==> src/rtl/bram_stream_rd_pkg.sv <==
`default_nettype none
// ============================================================================
//  Module   : bram_rd_pkg
//  Purpose  : Shared types and helpers for the BRAM-to-stream reader.
//             Holds the control FSM state encoding, the mode encodings and
//             an elaboration-time clog2 helper for the byte-lane shift.
//  Revision : 1.0 - initial release
// ============================================================================
package bram_rd_pkg;

  typedef enum logic [1:0] {
    IDLE  = 2'd0,
    RUN   = 2'd1,
    DRAIN = 2'd2
  } state_e;

  localparam logic MODE_ONESHOT = 1'b0;
  localparam logic MODE_LOOP    = 1'b1;

  // Ceiling log2; bounded loop so it stays usable at elaboration time.
  function automatic int clog2(input int v);
    int r;
    r = 0;
    for (int i = 0; i < 31; i++) begin
      if ((1 << i) < v) r = i + 1;
    end
    return r;
  endfunction

endpackage
`default_nettype wire

==> src/rtl/bram_stream_rd_if.sv <==
`default_nettype none
// ============================================================================
//  Module   : bram_stream_rd_if
//  Purpose  : Valid/ready output stream carrying read data and an
//             end-of-pass marker.
//  Ports    : m_data  - stream data word
//             m_valid - data valid
//             m_ready - sink ready
//             m_last  - last word of a pass through the window
//  Revision : 1.0 - initial release
// ============================================================================
interface bram_stream_rd_if #(
  parameter int DATA_W = 32
);
  logic [DATA_W-1:0] m_data;
  logic              m_valid;
  logic              m_ready;
  logic              m_last;

  modport master (output m_data, output m_valid, output m_last, input m_ready);
  modport slave  (input m_data, input m_valid, input m_last, output m_ready);
endinterface
`default_nettype wire

==> src/rtl/bram_stream_rd_sync_fifo.sv <==
`default_nettype none
// ============================================================================
//  Module   : sync_fifo
//  Purpose  : Single-clock FIFO with register-based storage; the head entry
//             is presented directly from the storage registers, so output
//             data stays stable while it is not being read.
//  Ports    : clk, rst_n   - clock, asynchronous active-low reset
//             wr_en_i/wr_data_i - push (caller guarantees space)
//             rd_en_i      - pop head (ignored when empty)
//             rd_data_o    - head entry
//             empty_o      - no entries
//             count_o      - number of stored entries
//  Revision : 1.0 - initial release
// ============================================================================
module sync_fifo
  import bram_rd_pkg::*;
#(
  parameter int WIDTH = 33,
  parameter int DEPTH = 4
) (
  input  logic                     clk,
  input  logic                     rst_n,
  input  logic                     wr_en_i,
  input  logic [WIDTH-1:0]         wr_data_i,
  input  logic                     rd_en_i,
  output logic [WIDTH-1:0]         rd_data_o,
  output logic                     empty_o,
  output logic [clog2(DEPTH):0]    count_o
);
  localparam int PTR_W = clog2(DEPTH);

  logic [WIDTH-1:0] mem_q [DEPTH];
  logic [PTR_W-1:0] wptr_q, rptr_q;
  logic [PTR_W:0]   count_q;
  logic             do_rd;

  assign do_rd     = rd_en_i && (count_q != '0);
  assign rd_data_o = mem_q[rptr_q];
  assign empty_o   = (count_q == '0);
  assign count_o   = count_q;

  always_ff @(posedge clk or negedge rst_n) begin
    if (!rst_n) begin
      for (int i = 0; i < DEPTH; i++) mem_q[i] <= '0;
      wptr_q  <= '0;
      rptr_q  <= '0;
      count_q <= '0;
    end else begin
      if (wr_en_i) begin
        mem_q[wptr_q] <= wr_data_i;
        wptr_q        <= wptr_q + PTR_W'(1);
      end
      if (do_rd) rptr_q <= rptr_q + PTR_W'(1);
      case ({wr_en_i, do_rd})
        2'b10:   count_q <= count_q + (PTR_W+1)'(1);
        2'b01:   count_q <= count_q - (PTR_W+1)'(1);
        default: count_q <= count_q;
      endcase
    end
  end
endmodule
`default_nettype wire

==> src/rtl/bram_stream_rd.sv <==
`default_nettype none
// ============================================================================
//  Module   : bram_stream_rd
//  Purpose  : Reads a programmed window of a block RAM through its native
//             port at a programmable pace and streams the words out with
//             valid/ready backpressure. One-shot or continuous-loop modes.
//  Ports    : clk, rst_n          - clock, asynchronous active-low reset
//             start, stop         - control pulses
//             mode, start_addr, rd_len, rd_freq - transfer setup
//             ram_*               - native BRAM port (read only)
//             strm                - output stream (master)
//             busy, done          - status
//  Revision : 1.0 - initial release
// ============================================================================
module bram_stream_rd
  import bram_rd_pkg::*;
#(
  parameter int DATA_W     = 32,
  parameter int ADDR_W     = 32,
  parameter int RD_LAT     = 1,
  parameter int FIFO_DEPTH = 4
) (
  input  logic                  clk,
  input  logic                  rst_n,
  input  logic                  start,
  input  logic                  stop,
  input  logic                  mode,
  input  logic [ADDR_W-1:0]     start_addr,
  input  logic [31:0]           rd_len,
  input  logic [31:0]           rd_freq,
  output logic                  ram_clk,
  output logic                  ram_en,
  output logic [ADDR_W-1:0]     ram_addr,
  output logic [DATA_W/8-1:0]   ram_we,
  output logic [DATA_W-1:0]     ram_wr_data,
  output logic                  ram_rst,
  input  logic [DATA_W-1:0]     ram_rd_data,
  bram_stream_rd_if.master      strm,
  output logic                  busy,
  output logic                  done
);
  localparam int BYTES = DATA_W / 8;
  localparam int SHIFT = clog2(BYTES);
  localparam int PTR_W = clog2(FIFO_DEPTH);
  localparam int CNT_W = PTR_W + 2;
  localparam logic [ADDR_W-1:0] ADDR_STEP = ADDR_W'(BYTES);

  state_e             state_q, state_d;
  logic [ADDR_W-1:0]  base_q, addr_q, addr_d;
  logic               mode_q;
  logic [31:0]        nwords_q, freq_q, pace_q, pace_d, wcnt_q, wcnt_d;
  logic               done_q, done_d;
  // In-flight pipe: one valid/last bit per outstanding BRAM read.
  logic [RD_LAT-1:0]  pv_q, pl_q;

  logic [31:0]        start_nwords;
  logic [CNT_W-1:0]   inflight, occupancy;
  logic [PTR_W:0]     fifo_cnt;
  logic               fifo_empty, pop, credits_ok, issue, issue_last;
  logic [DATA_W:0]    fifo_rd;

  assign start_nwords = rd_len >> SHIFT;

  always_comb begin
    inflight = '0;
    for (int i = 0; i < RD_LAT; i++) inflight = inflight + CNT_W'(pv_q[i]);
  end

  // Credits: reserve a FIFO slot for every read that is already outstanding,
  // so the buffer can never overflow regardless of backpressure.
  assign occupancy  = CNT_W'(fifo_cnt) + inflight;
  assign credits_ok = occupancy < CNT_W'(FIFO_DEPTH);
  assign issue      = (state_q == RUN) && !stop && (pace_q == '0) && credits_ok;
  assign issue_last = issue && (wcnt_q == nwords_q - 32'd1);

  assign pop = !fifo_empty && strm.m_ready;

  always_comb begin
    state_d = state_q;
    addr_d  = addr_q;
    wcnt_d  = wcnt_q;
    pace_d  = (pace_q != '0) ? pace_q - 32'd1 : pace_q;
    done_d  = 1'b0;
    case (state_q)
      IDLE: begin
        if (start) begin
          if (start_nwords == '0) begin
            done_d = 1'b1;
          end else begin
            state_d = RUN;
            addr_d  = start_addr;
            wcnt_d  = '0;
            pace_d  = '0;
          end
        end
      end
      RUN: begin
        if (stop) begin
          state_d = DRAIN;
        end else if (issue) begin
          pace_d = freq_q - 32'd1;
          if (issue_last) begin
            addr_d = base_q;
            wcnt_d = '0;
            if (mode_q == MODE_ONESHOT) state_d = DRAIN;
          end else begin
            addr_d = addr_q + ADDR_STEP;
            wcnt_d = wcnt_q + 32'd1;
          end
        end
      end
      DRAIN: begin
        // Leave on the cycle of the final pop so done lands one cycle later.
        if (inflight == '0 &&
            (fifo_empty || (fifo_cnt == (PTR_W+1)'(1) && pop))) begin
          state_d = IDLE;
          done_d  = 1'b1;
        end
      end
      default: state_d = IDLE;
    endcase
  end

  always_ff @(posedge clk or negedge rst_n) begin
    if (!rst_n) begin
      state_q  <= IDLE;
      addr_q   <= '0;
      base_q   <= '0;
      mode_q   <= MODE_ONESHOT;
      nwords_q <= '0;
      freq_q   <= 32'd1;
      pace_q   <= '0;
      wcnt_q   <= '0;
      done_q   <= 1'b0;
      pv_q     <= '0;
      pl_q     <= '0;
    end else begin
      state_q <= state_d;
      addr_q  <= addr_d;
      pace_q  <= pace_d;
      wcnt_q  <= wcnt_d;
      done_q  <= done_d;
      if (state_q == IDLE && start) begin
        base_q   <= start_addr;
        mode_q   <= mode;
        nwords_q <= start_nwords;
        freq_q   <= (rd_freq == '0) ? 32'd1 : rd_freq;
      end
      for (int i = RD_LAT - 1; i > 0; i--) begin
        pv_q[i] <= pv_q[i-1];
        pl_q[i] <= pl_q[i-1];
      end
      pv_q[0] <= issue;
      pl_q[0] <= issue_last;
    end
  end

  sync_fifo #(
    .WIDTH (DATA_W + 1),
    .DEPTH (FIFO_DEPTH)
  ) u_fifo (
    .clk       (clk),
    .rst_n     (rst_n),
    .wr_en_i   (pv_q[RD_LAT-1]),
    .wr_data_i ({pl_q[RD_LAT-1], ram_rd_data}),
    .rd_en_i   (pop),
    .rd_data_o (fifo_rd),
    .empty_o   (fifo_empty),
    .count_o   (fifo_cnt)
  );

  assign strm.m_valid = !fifo_empty;
  assign strm.m_data  = fifo_rd[DATA_W-1:0];
  assign strm.m_last  = fifo_rd[DATA_W] && !fifo_empty;

  assign ram_clk     = clk;
  assign ram_en      = issue;
  assign ram_addr    = addr_q;
  assign ram_we      = '0;
  assign ram_wr_data = '0;
  assign ram_rst     = 1'b0;

  assign busy = (state_q != IDLE);
  assign done = done_q;
endmodule
`default_nettype wire

==> src/flat_wrapper.sv <==
// flat-port wrapper written by rule: the top's interface ports become plain ports
module bram_stream_rd_flat import bram_rd_pkg::*;
#(
  parameter int DATA_W     = 32,
  parameter int ADDR_W     = 32,
  parameter int RD_LAT     = 1,
  parameter int FIFO_DEPTH = 4
)
  (clk, rst_n, start, stop, mode, start_addr, rd_len, rd_freq, ram_clk, ram_en, ram_addr, ram_we, ram_wr_data, ram_rst, ram_rd_data, busy, done, strm_m_data, strm_m_valid, strm_m_last, strm_m_ready);
  bram_stream_rd_if #(.DATA_W(DATA_W)) strm_i ();
  input  logic clk;
  input  logic rst_n;
  input  logic start;
  input  logic stop;
  input  logic mode;
  input  logic [ADDR_W-1:0] start_addr;
  input  logic [31:0] rd_len;
  input  logic [31:0] rd_freq;
  output logic ram_clk;
  output logic ram_en;
  output logic [ADDR_W-1:0] ram_addr;
  output logic [DATA_W/8-1:0] ram_we;
  output logic [DATA_W-1:0] ram_wr_data;
  output logic ram_rst;
  input  logic [DATA_W-1:0] ram_rd_data;
  output logic busy;
  output logic done;
  output wire logic [$bits(strm_i.m_data)-1:0] strm_m_data;
  output wire logic [$bits(strm_i.m_valid)-1:0] strm_m_valid;
  output wire logic [$bits(strm_i.m_last)-1:0] strm_m_last;
  input wire logic [$bits(strm_i.m_ready)-1:0] strm_m_ready;
  assign strm_m_data = strm_i.m_data;
  assign strm_m_valid = strm_i.m_valid;
  assign strm_m_last = strm_i.m_last;
  assign strm_i.m_ready = strm_m_ready;
  bram_stream_rd #(.DATA_W(DATA_W), .ADDR_W(ADDR_W), .RD_LAT(RD_LAT), .FIFO_DEPTH(FIFO_DEPTH)) u_core (.clk(clk), .rst_n(rst_n), .start(start), .stop(stop), .mode(mode), .start_addr(start_addr), .rd_len(rd_len), .rd_freq(rd_freq), .ram_clk(ram_clk), .ram_en(ram_en), .ram_addr(ram_addr), .ram_we(ram_we), .ram_wr_data(ram_wr_data), .ram_rst(ram_rst), .ram_rd_data(ram_rd_data), .strm(strm_i), .busy(busy), .done(done));
endmodule
==> config.mk <==
export PLATFORM = sky130hd
export DESIGN_NAME = bram_stream_rd_flat
export DESIGN_NICKNAME = d
export VERILOG_FILES = /design/src/rtl/bram_stream_rd_pkg.sv /design/src/rtl/bram_stream_rd_if.sv /design/src/rtl/bram_stream_rd_sync_fifo.sv /design/src/rtl/bram_stream_rd.sv /design/src/flat_wrapper.sv
export SDC_FILE = /design/constraint.sdc
export NUM_CORES = 1
export LEC_CHECK = 0
export ABC_CLOCK_PERIOD_IN_PS = 7190
export BUFFER_PORTS_ARGS = -buffer_cell sky130_fd_sc_hd__buf_2
export CAP_MARGIN = 20
export CORE_AREA = 2 2 174 176
export DETAILED_ROUTE_END_ITERATION = 8
export DIE_AREA = 0 0 176 178
export PLACE_DENSITY = 0.84
export SETUP_SLACK_MARGIN = 0.15
export SLEW_MARGIN = 20
export SYNTH_ARGS = -nofsm -noshare
export SYNTH_HDL_FRONTEND = slang
export SYNTH_SLANG_ARGS = --single-unit
==> constraint.sdc <==
create_clock -name clk -period 7.19 [get_ports clk]
set_clock_uncertainty 0.1 [all_clocks]
set_input_delay 1.438 -clock clk [delete_from_list [all_inputs] [get_ports clk]]
set_output_delay 1.438 -clock clk [all_outputs]
set_load 0.02 [all_outputs]
### Yosys cells after proc, flatten, opt, wreduce, memory -nomap -nowiden

Index checks and enable logic that the tools add are counted.

| operators by class | value |
|---|---|
| add/subtract/negate cells | 10 |
| $lt $le $gt $ge | 4 |
| bitwise logic cells | 2 |
| reductions and logical operators | 27 |
| equal/unequal tests | 14 |
| mux-type cells | 38 |

Operators with widths:

| operator | number |
|---|---|
| $mux 32 | 16 |
| $pmux 32 s2 | 3 |
| $bwmux 132 | 1 |
| $mux 33 | 3 |
| $logic_not 32->1 | 3 |
| $bmux 33 s2 | 1 |
| $demux 33 s2 | 1 |
| $sub 32x1->32 const B | 2 |
| $add 32x1->32 const B | 1 |
| $add 32x3->32 const B | 1 |
| $eq 32x32->1 | 1 |
| $reduce_bool 32->1 | 1 |
| $sub 30x1->31 const B | 1 |
| $mux 2 | 7 |
| $logic_and 1x1->1 | 11 |
| $ge 3x3->1 const B | 2 |
| $ne 2x2->1 const B | 3 |
| $ne 3x2->1 const B | 2 |
| $not 2->3 | 2 |
| $pmux 2 s3 | 1 |
| $pmux 3 s2 | 1 |
| $reduce_and 6->1 | 1 |
| $reduce_bool 2->1 | 3 |
| $reduce_and 5->1 | 1 |
| 19 further kinds | 26 |

| storage, ports and cells | value |
|---|---|
| output and inout port bits | 107 |
| input port bits | 134 |
| register bits after elaboration | 335 |
| logic and storage cells | 113 |

### Longest topological paths before layout

Gate-level depths: netlist of run 1.

| depth | value |
|---|---|
| depth in word-level cells | 9 |
| depth in mapped cells | 12 |
| gate-level depth less buffers | 11 |

### Hierarchy

A second synthesis of run 1 with hierarchy kept.

| unflattened totals | value |
|---|---|
| cells, all modules | 1,588 |
| area, all modules | 17,953.5 µm² |

Modules (own cells, without submodules):

| module | instances | area each (µm²) | seq. area each (µm²) | cells an instance |
|---|---|---|---|---|
| bram_stream_rd | 1 | 11,770.0 | 4,906.0 | 1,234 |
| sync_fifo | 1 | 6,183.4 | 3,478.3 | 354 |

==> results of run 1 <==
-- stage by stage --
step	instance area [um2]	total power [mW]	utilization	instances	hold slack, ns
global placement	18600	5.52	0.634	2040	0.368
finish	20100	7.82	0.684	2112	0.385
floorplan	17600	4.91	-	1541	0.356
CTS	20100	7.84	0.682	2108	0.390
detailed placement	18600	5.66	0.634	2040	0.373
global route	20100	8.23	0.684	2110	0.403
-- worst paths after layout --
check	startpoint	endpoint	slack [ns]	cells past startpoint
setup / recovery	clk	ram_clk	1.67	3
hold / removal	u_core.u_fifo.rptr_q[0]	u_core.u_fifo.rptr_q[0]	0.39	1
setup reg to reg	u_core.nwords_q[6]	u_core.ram_addr[1]	2.69	10
hold reg to reg	u_core.u_fifo.rptr_q[0]	u_core.u_fifo.rptr_q[0]	0.39	1
max in group asynchronous	rst_n	u_core.freq_q[8]	4.79	2
min in group asynchronous	rst_n	u_core.u_fifo.mem_q[97]	0.77	1
-- layout make-up --
| cell class | instances | area (um2) |
|---|---|---|
| multi-input cells | 1074 | 8540 |
| clock buffers | 56 | 1170 |
| clock inverters | 13 | 250 |
| inverters | 25 | 93.8 |
| well taps | 390 | 488 |
| diodes | 3 | 7.51 |
| repair buffers | 216 | 1160 |
| flip-flops and latches | 335 | 8390 |
| fillers | 2038 | 9300 |
-- power groups by stage --
stage	Clock (mW)	Combinational, mW	Sequential, mW
detailed placement	0.0130	2.64	3.00
global route	2.26	2.91	3.06
floorplan	0.0162	1.97	2.92
global placement	0.0130	2.55	2.96
finish	2.15	2.68	2.99
CTS	2.19	2.67	2.98
-- state kept, by name, indices dropped and copies added, names as in the netlist, 2 cells and up --
| name | count |
|---|---|
| u_core.base_q | 32 |
| u_core.freq_q | 32 |
| u_core.nwords_q | 30 |
| u_core.pace_q | 32 |
| u_core.ram_addr | 32 |
| u_core.state_q | 2 |
| u_core.u_fifo.count_o | 3 |
| u_core.u_fifo.mem_q | 132 |
| u_core.u_fifo.rptr_q | 2 |
| u_core.u_fifo.wptr_q | 2 |
| u_core.wcnt_q | 32 |
-- cell families (layout without fill, tap and decap cells) --
group	count (synthesis)	after routing	synth area share
adder cells (fa/ha/maj)	15	15	0.0108
flip-flops	335	335	0.481
multiplexers	288	288	0.205
AO/OA/AOI/OAI	149	149	0.0520
buffers and inverters	132	310	0.0387
AND/OR/NAND/NOR	425	425	0.132
XOR/XNOR	160	160	0.0804
other	1	40	0.000215
-- metal layers --
layer	share of wire	global-route usage	vias up
li1	-	-	5748
met1	0.42	0.337	6371
met2	0.50	0.461	383
met3	0.046	0.0465	90
met4	0.032	0.106	0
met5	0	0	-
-- placed cells by master, fill, tap and decap left out, types with 5 or more instances in the layout --
master,netlist,layout
o21ai_1,27,27
nand2b_1,10,10
nor4_1,33,33
and4_1,9,9
nor2_1,93,91
o22ai_1,29,29
buf_4,38,14
ha_1,15,15
mux2i_1,33,33
mux4_2,33,33
dfrtp_1,334,333
nand4b_1,5,5
xnor2_1,102,102
xor2_1,58,58
nand3_1,32,31
bufinv_16,0,6
o21ai_0,23,23
clkbuf_16,0,40
and3_1,41,41
or3_1,15,15
nor3_1,42,42
mux2_2,222,222
nand2_1,68,68
or2_2,7,7
clkbuf_8,0,11
and2_1,5,5
inv_1,25,25
nand4_1,25,25
a21oi_1,34,34
conb_1,1,37
or4_1,14,14
buf_2,5,200
==> flow_summary.yaml, run 1 <==
drt:
  vias_per_cell: 5.96
  post_drt_wl_per_cell_um: 19.7
  drt_iter0_drc: 872
  via_count: 12600
  drtAntennaViolNets: 0
  drtPass1Iterations: 5
  wl_um: 41700
  drc: 0
pwr:
  p_seq_frac: 0.383
  p_sw_mw: 2.80
  p_leak_nw: 8.61
  sw_frac_of_total: 0.358
  power_frac_clock: 0.275
  power_density_nw_per_um2: 389
  p_comb_frac: 0.342
  ir_drop_v: 0.000294
  internal_power_mw: 5.03
timing:
  setup_viol: 0
  hold_violations: 0
  rsz0062_at_grt: "false"
  fin_ws_ns: 1.67
  tightest_slew_ns: 1.11
  slew_headroom: 0.249
  fin_tns_setup_ns: 0
  slew_viol_final: 0
status:
  status: "complete, no violations"
global_route:
  grtUsageTotal: 0.267
  antenna_found_initial: 3
  grt_pass1_vias: 12900
  gr-total-overflow: 0
  grt_max_degree: 157
  grt_pass1_wl_um: 66800
logic_synthesis:
  seq_area_frac_synth: 0.481
  synth_area_per_cell_um2: 11.6
  synth_area_um2: 17400
  post-synth-top-count-cell: "dfrtp_1"
  yosysUniqueCellTypes: 68
  synth-async-reset-ratio: 1.00
  synthTopCellsByCount: "334 x dfrtp_1, 222 x mux2_2, 102 x xnor2_1, 93 x nor2_1, 68 x nand2_1"
  ys_top_cells_by_area: "dfrtp_1 48%, mux2_2 14%, xnor2_1 5.1%"
  synth_edf_count: 0
  synth_top_area_share: 0.479
  synth_warnings: 0
  syn_inst: 1505
  yosysTopAreaCell: "dfrtp_1"
  synth_ff_type: "dfrtp_1"
  ys_seq_elements: 335
finish:
  nets: 1842
  drive_above_1_share: 0.330
  synthToLayoutAreaGrowth_pct: 15.3
setup_path:
  crit_path_cell_trace: "clkbuf_16 > clkbuf_16 > buf_2"
  arrival_ns: 3.99
  path_class: "clk2out"
  path_max_fanout: 2
  crit_buf_inv: 3
  worstSetupEndpointType: "primary output"
  cpPeakStageDelay_ns: 0.15
  setup.worst_path.start_class: "clock port"
  critPathTopFamily: "buffers and inverters"
  path_common_cell: "clkbuf_16"
  crit_required_ns: 5.65
  cpMaxStageDelayCell: "buf_2"
die:
  die_x_um: 176
  io_pins: 241
  die_h_um: 178
  num_rows: 63
  die_area_um2: 31300
  coreArea_um2: 29400
  start_util: 0.593
clock_network:
  cts-hold-fix-buffers: 0
  worstSkewPairLatency_ns: 0.65
  cts_tree: "yes"
  post_cts_buffers: 0
  post_cts_resized: 0
  cts.clk_slew.worst_paths_ns: 0.06
place:
  place_worst_setup_slack_ns: 1.92
  numPortBuffers: 201
  dp_hpwl_um: 27000
  gp_congestion: 0.861
run:
  drv_cap: 0
min_path:
  hold_path_class: "reg2reg"
Power figures use the tool's default switching activity.
==> inputs of run 2 (changes only) <==
--- a/config.mk
+++ b/config.mk
@@ -5,13 +5,13 @@
 export SDC_FILE = /design/constraint.sdc
 export NUM_CORES = 1
 export LEC_CHECK = 0
-export ABC_CLOCK_PERIOD_IN_PS = 7190
+export ABC_CLOCK_PERIOD_IN_PS = 5340
 export BUFFER_PORTS_ARGS = -buffer_cell sky130_fd_sc_hd__buf_2
 export CAP_MARGIN = 20
-export CORE_AREA = 2 2 174 176
+export CORE_AREA = 2 2 177 179
 export DETAILED_ROUTE_END_ITERATION = 8
-export DIE_AREA = 0 0 176 178
-export PLACE_DENSITY = 0.84
+export DIE_AREA = 0 0 179 181
+export PLACE_DENSITY = 0.82
 export SETUP_SLACK_MARGIN = 0.15
 export SLEW_MARGIN = 20
 export SYNTH_ARGS = -nofsm -noshare
==> constraint.sdc (replaced) <==
create_clock -name clk -period 5.34 [get_ports clk]
set_clock_uncertainty 0.1 [all_clocks]
set_input_delay 1.068 -clock clk [delete_from_list [all_inputs] [get_ports clk]]
set_output_delay 1.068 -clock clk [all_outputs]
set_load 0.02 [all_outputs]
==> run 2 against run 1 <==
- first-iteration DRC count decreased by 3.0%
- global-route usage decreased by 0.73 points
- non-clock buffer count increased by 7
- wire length decreased by 0.85%
- sequential power increased by 36%
- via count increased by 0.45%
- setup slack got worse by 0.74 ns
- combinational power increased by 32%
- die area increased by 3.4%
- critical path type is now reg2out
- largest cell class unchanged
==> flow_summary.yaml, run 2 (synthesis results as in run 1) <==
die:
  io_pins: 241
  num_rows: 64
  die_x_um: 179
  die_h_um: 181
  coreArea_um2: 30300
  start_util: 0.575
  die_area_um2: 32400
global_route:
  grt_pass1_wl_um: 67000
  grtUsageTotal: 0.260
  gr-total-overflow: 0
  grt_max_degree: 133
  grt_pass1_vias: 13200
  antenna_found_initial: 4
setup_path:
  setup.worst_path.start_class: "register"
  path_max_fanout: 6
  path_class: "reg2out"
  r2r_cells: 10
  worstSetupEndpointType: "primary output"
  worstSetupPathDepth: 6
  critPathTopFamily: "simple AND/OR/NAND/NOR gates"
  arrival_ns: 3.25
  cpMaxStageDelayCell: "or4_1"
  crit_path_cell_trace: "or4_1 > or3_1 > nor4_1 > nand3_1 > inv_1 > buf_2"
  crit_required_ns: 4.17
  crit_buf_inv: 2
  cpPeakStageDelay_ns: 0.59
timing:
  rsz0062_at_grt: "false"
  fin_tns_setup_ns: 0
  tightest_slew_ns: 1.05
  fmax_mhz: 226
  period_minus_slack_ns: 4.42
  setup_viol: 0
  slew_viol_final: 0
  fin_ws_ns: 0.921
  hold_violations: 0
  timing.final.crit_share: 0.828
  slew_headroom: 0.291
place:
  numPortBuffers: 201
  dp_hpwl_um: 27900
  place_area_um2: 18700
  dp_cells: 2053
  place_worst_setup_slack_ns: 1.14
  gp_congestion: 0.864
finish:
  final_area_um2: 20100
  largest-register: "u_core.u_fifo.mem_q"
  drive_above_1_share: 0.330
  synthToLayoutAreaGrowth_pct: 15.2
  layout_commonest_cell: "dfrtp_1"
  nets: 1849
  final_cell_mix: "333 x dfrtp_1, 222 x mux2_2, 200 x buf_2"
  largest_reg_flops: 132
  fin_cells: 2128
clock_network:
  cts_tree: "yes"
  cts-hold-fix-buffers: 0
  post_cts_buffers: 0
  worstSkewPairLatency_ns: 0.64
  post_cts_resized: 0
  cts.clk_slew.worst_paths_ns: 0.06
pwr:
  power_density_nw_per_um2: 518
  ir_drop_v: 0.000310
  power_frac_clock: 0.268
  p_sw_mw: 3.74
  p_seq_frac: 0.392
  internal_power_mw: 6.67
  sw_frac_of_total: 0.359
  p_leak_nw: 8.62
  p_comb_frac: 0.340
drt:
  vias_per_cell: 5.94
  via_count: 12600
  drtAntennaViolNets: 0
  drt_iter0_drc: 846
  post_drt_wl_per_cell_um: 19.4
  wl_um: 41300
  drc: 0
  drtPass1Iterations: 4
run:
  drv_cap: 0
status:
  status: "complete, no violations"
min_path:
  hold_path_class: "in2async"
==> run 2: changes by cell type in the layout (fill, tap and decap cells not counted), sizes merged <==
cell,before,now
buf,217,224
bufinv,6,5
clkinv,4,8
clkinvlp,2,1
diode,3,4
==> run 2: path summary, 6_finish.rpt <==
path | slack (ns) | end | startpoint
setup / recovery | 0.92 | ram_en | u_core.pace_q[4]
hold / removal | 0.23 | u_core.u_fifo.mem_q[130] | rst_n
setup reg to reg | 1.20 | u_core.ram_addr[15] | u_core.nwords_q[11]
hold reg to reg | 0.40 | u_core.u_fifo.mem_q[63] | u_core.u_fifo.mem_q[63]
max in group asynchronous | 3.56 | u_core.u_fifo.rptr_q[0] | rst_n
min in group clk | 0.40 | u_core.u_fifo.mem_q[63] | u_core.u_fifo.mem_q[63]
==> run 2: power by group through the flow <==
stage	combinational (mW)	clock, mW	sequential [mW]
4_1_cts	3.56	2.84	4.06
5_1_grt	3.89	2.96	4.19
2_1_floorplan	2.65	0.0219	3.93
3_5_place_dp	3.52	0.0175	4.10
3_3_place_gp	3.40	0.0175	4.03
6_report	3.54	2.79	4.08
==> run 2: metrics by stage <==
step,power (mW),util,hold WS (ns)
2_1_floorplan,6.61,-,0.356
3_3_place_gp,7.45,0.616,0.381
5_1_grt,11.0,0.662,0.242
3_5_place_dp,7.64,0.616,0.389
6_report,10.4,0.662,0.234
4_1_cts,10.5,0.661,0.400
==> run 2: worst register-to-register path: stages (launching register included) <==
cell      delay [ns]
dfrtp_1         0.45
or4_4           0.58
or4_4           0.62
or4_4           0.55
a21oi_2         0.12
a311oi_1        0.05
nor2b_2         0.20
nor4_4          0.33
buf_4           0.57
mux2i_1         0.35
o21ai_1         0.08
==> run 2: final cells by class <==
class,instances,area [um2]
Multi-Input combinational cell,1074,8540
Timing Repair Buffer,223,1200
Inverter,25,93.8
Clock buffer,56,1130
Antenna cell,4,10.0
Fill cell,2220,10300
Tap cell,396,495
Clock inverter,15,233
Sequential cell,335,8390
==> run 2: metal layers <==
layer | vias to the layer above | share of wire | global-route usage
met5 | - | 0 | 0
met4 | 0 | 0.033 | 0.0992
met3 | 98 | 0.054 | 0.0511
met2 | 372 | 0.50 | 0.446
met1 | 6397 | 0.41 | 0.322
li1 | 5782 | - | -
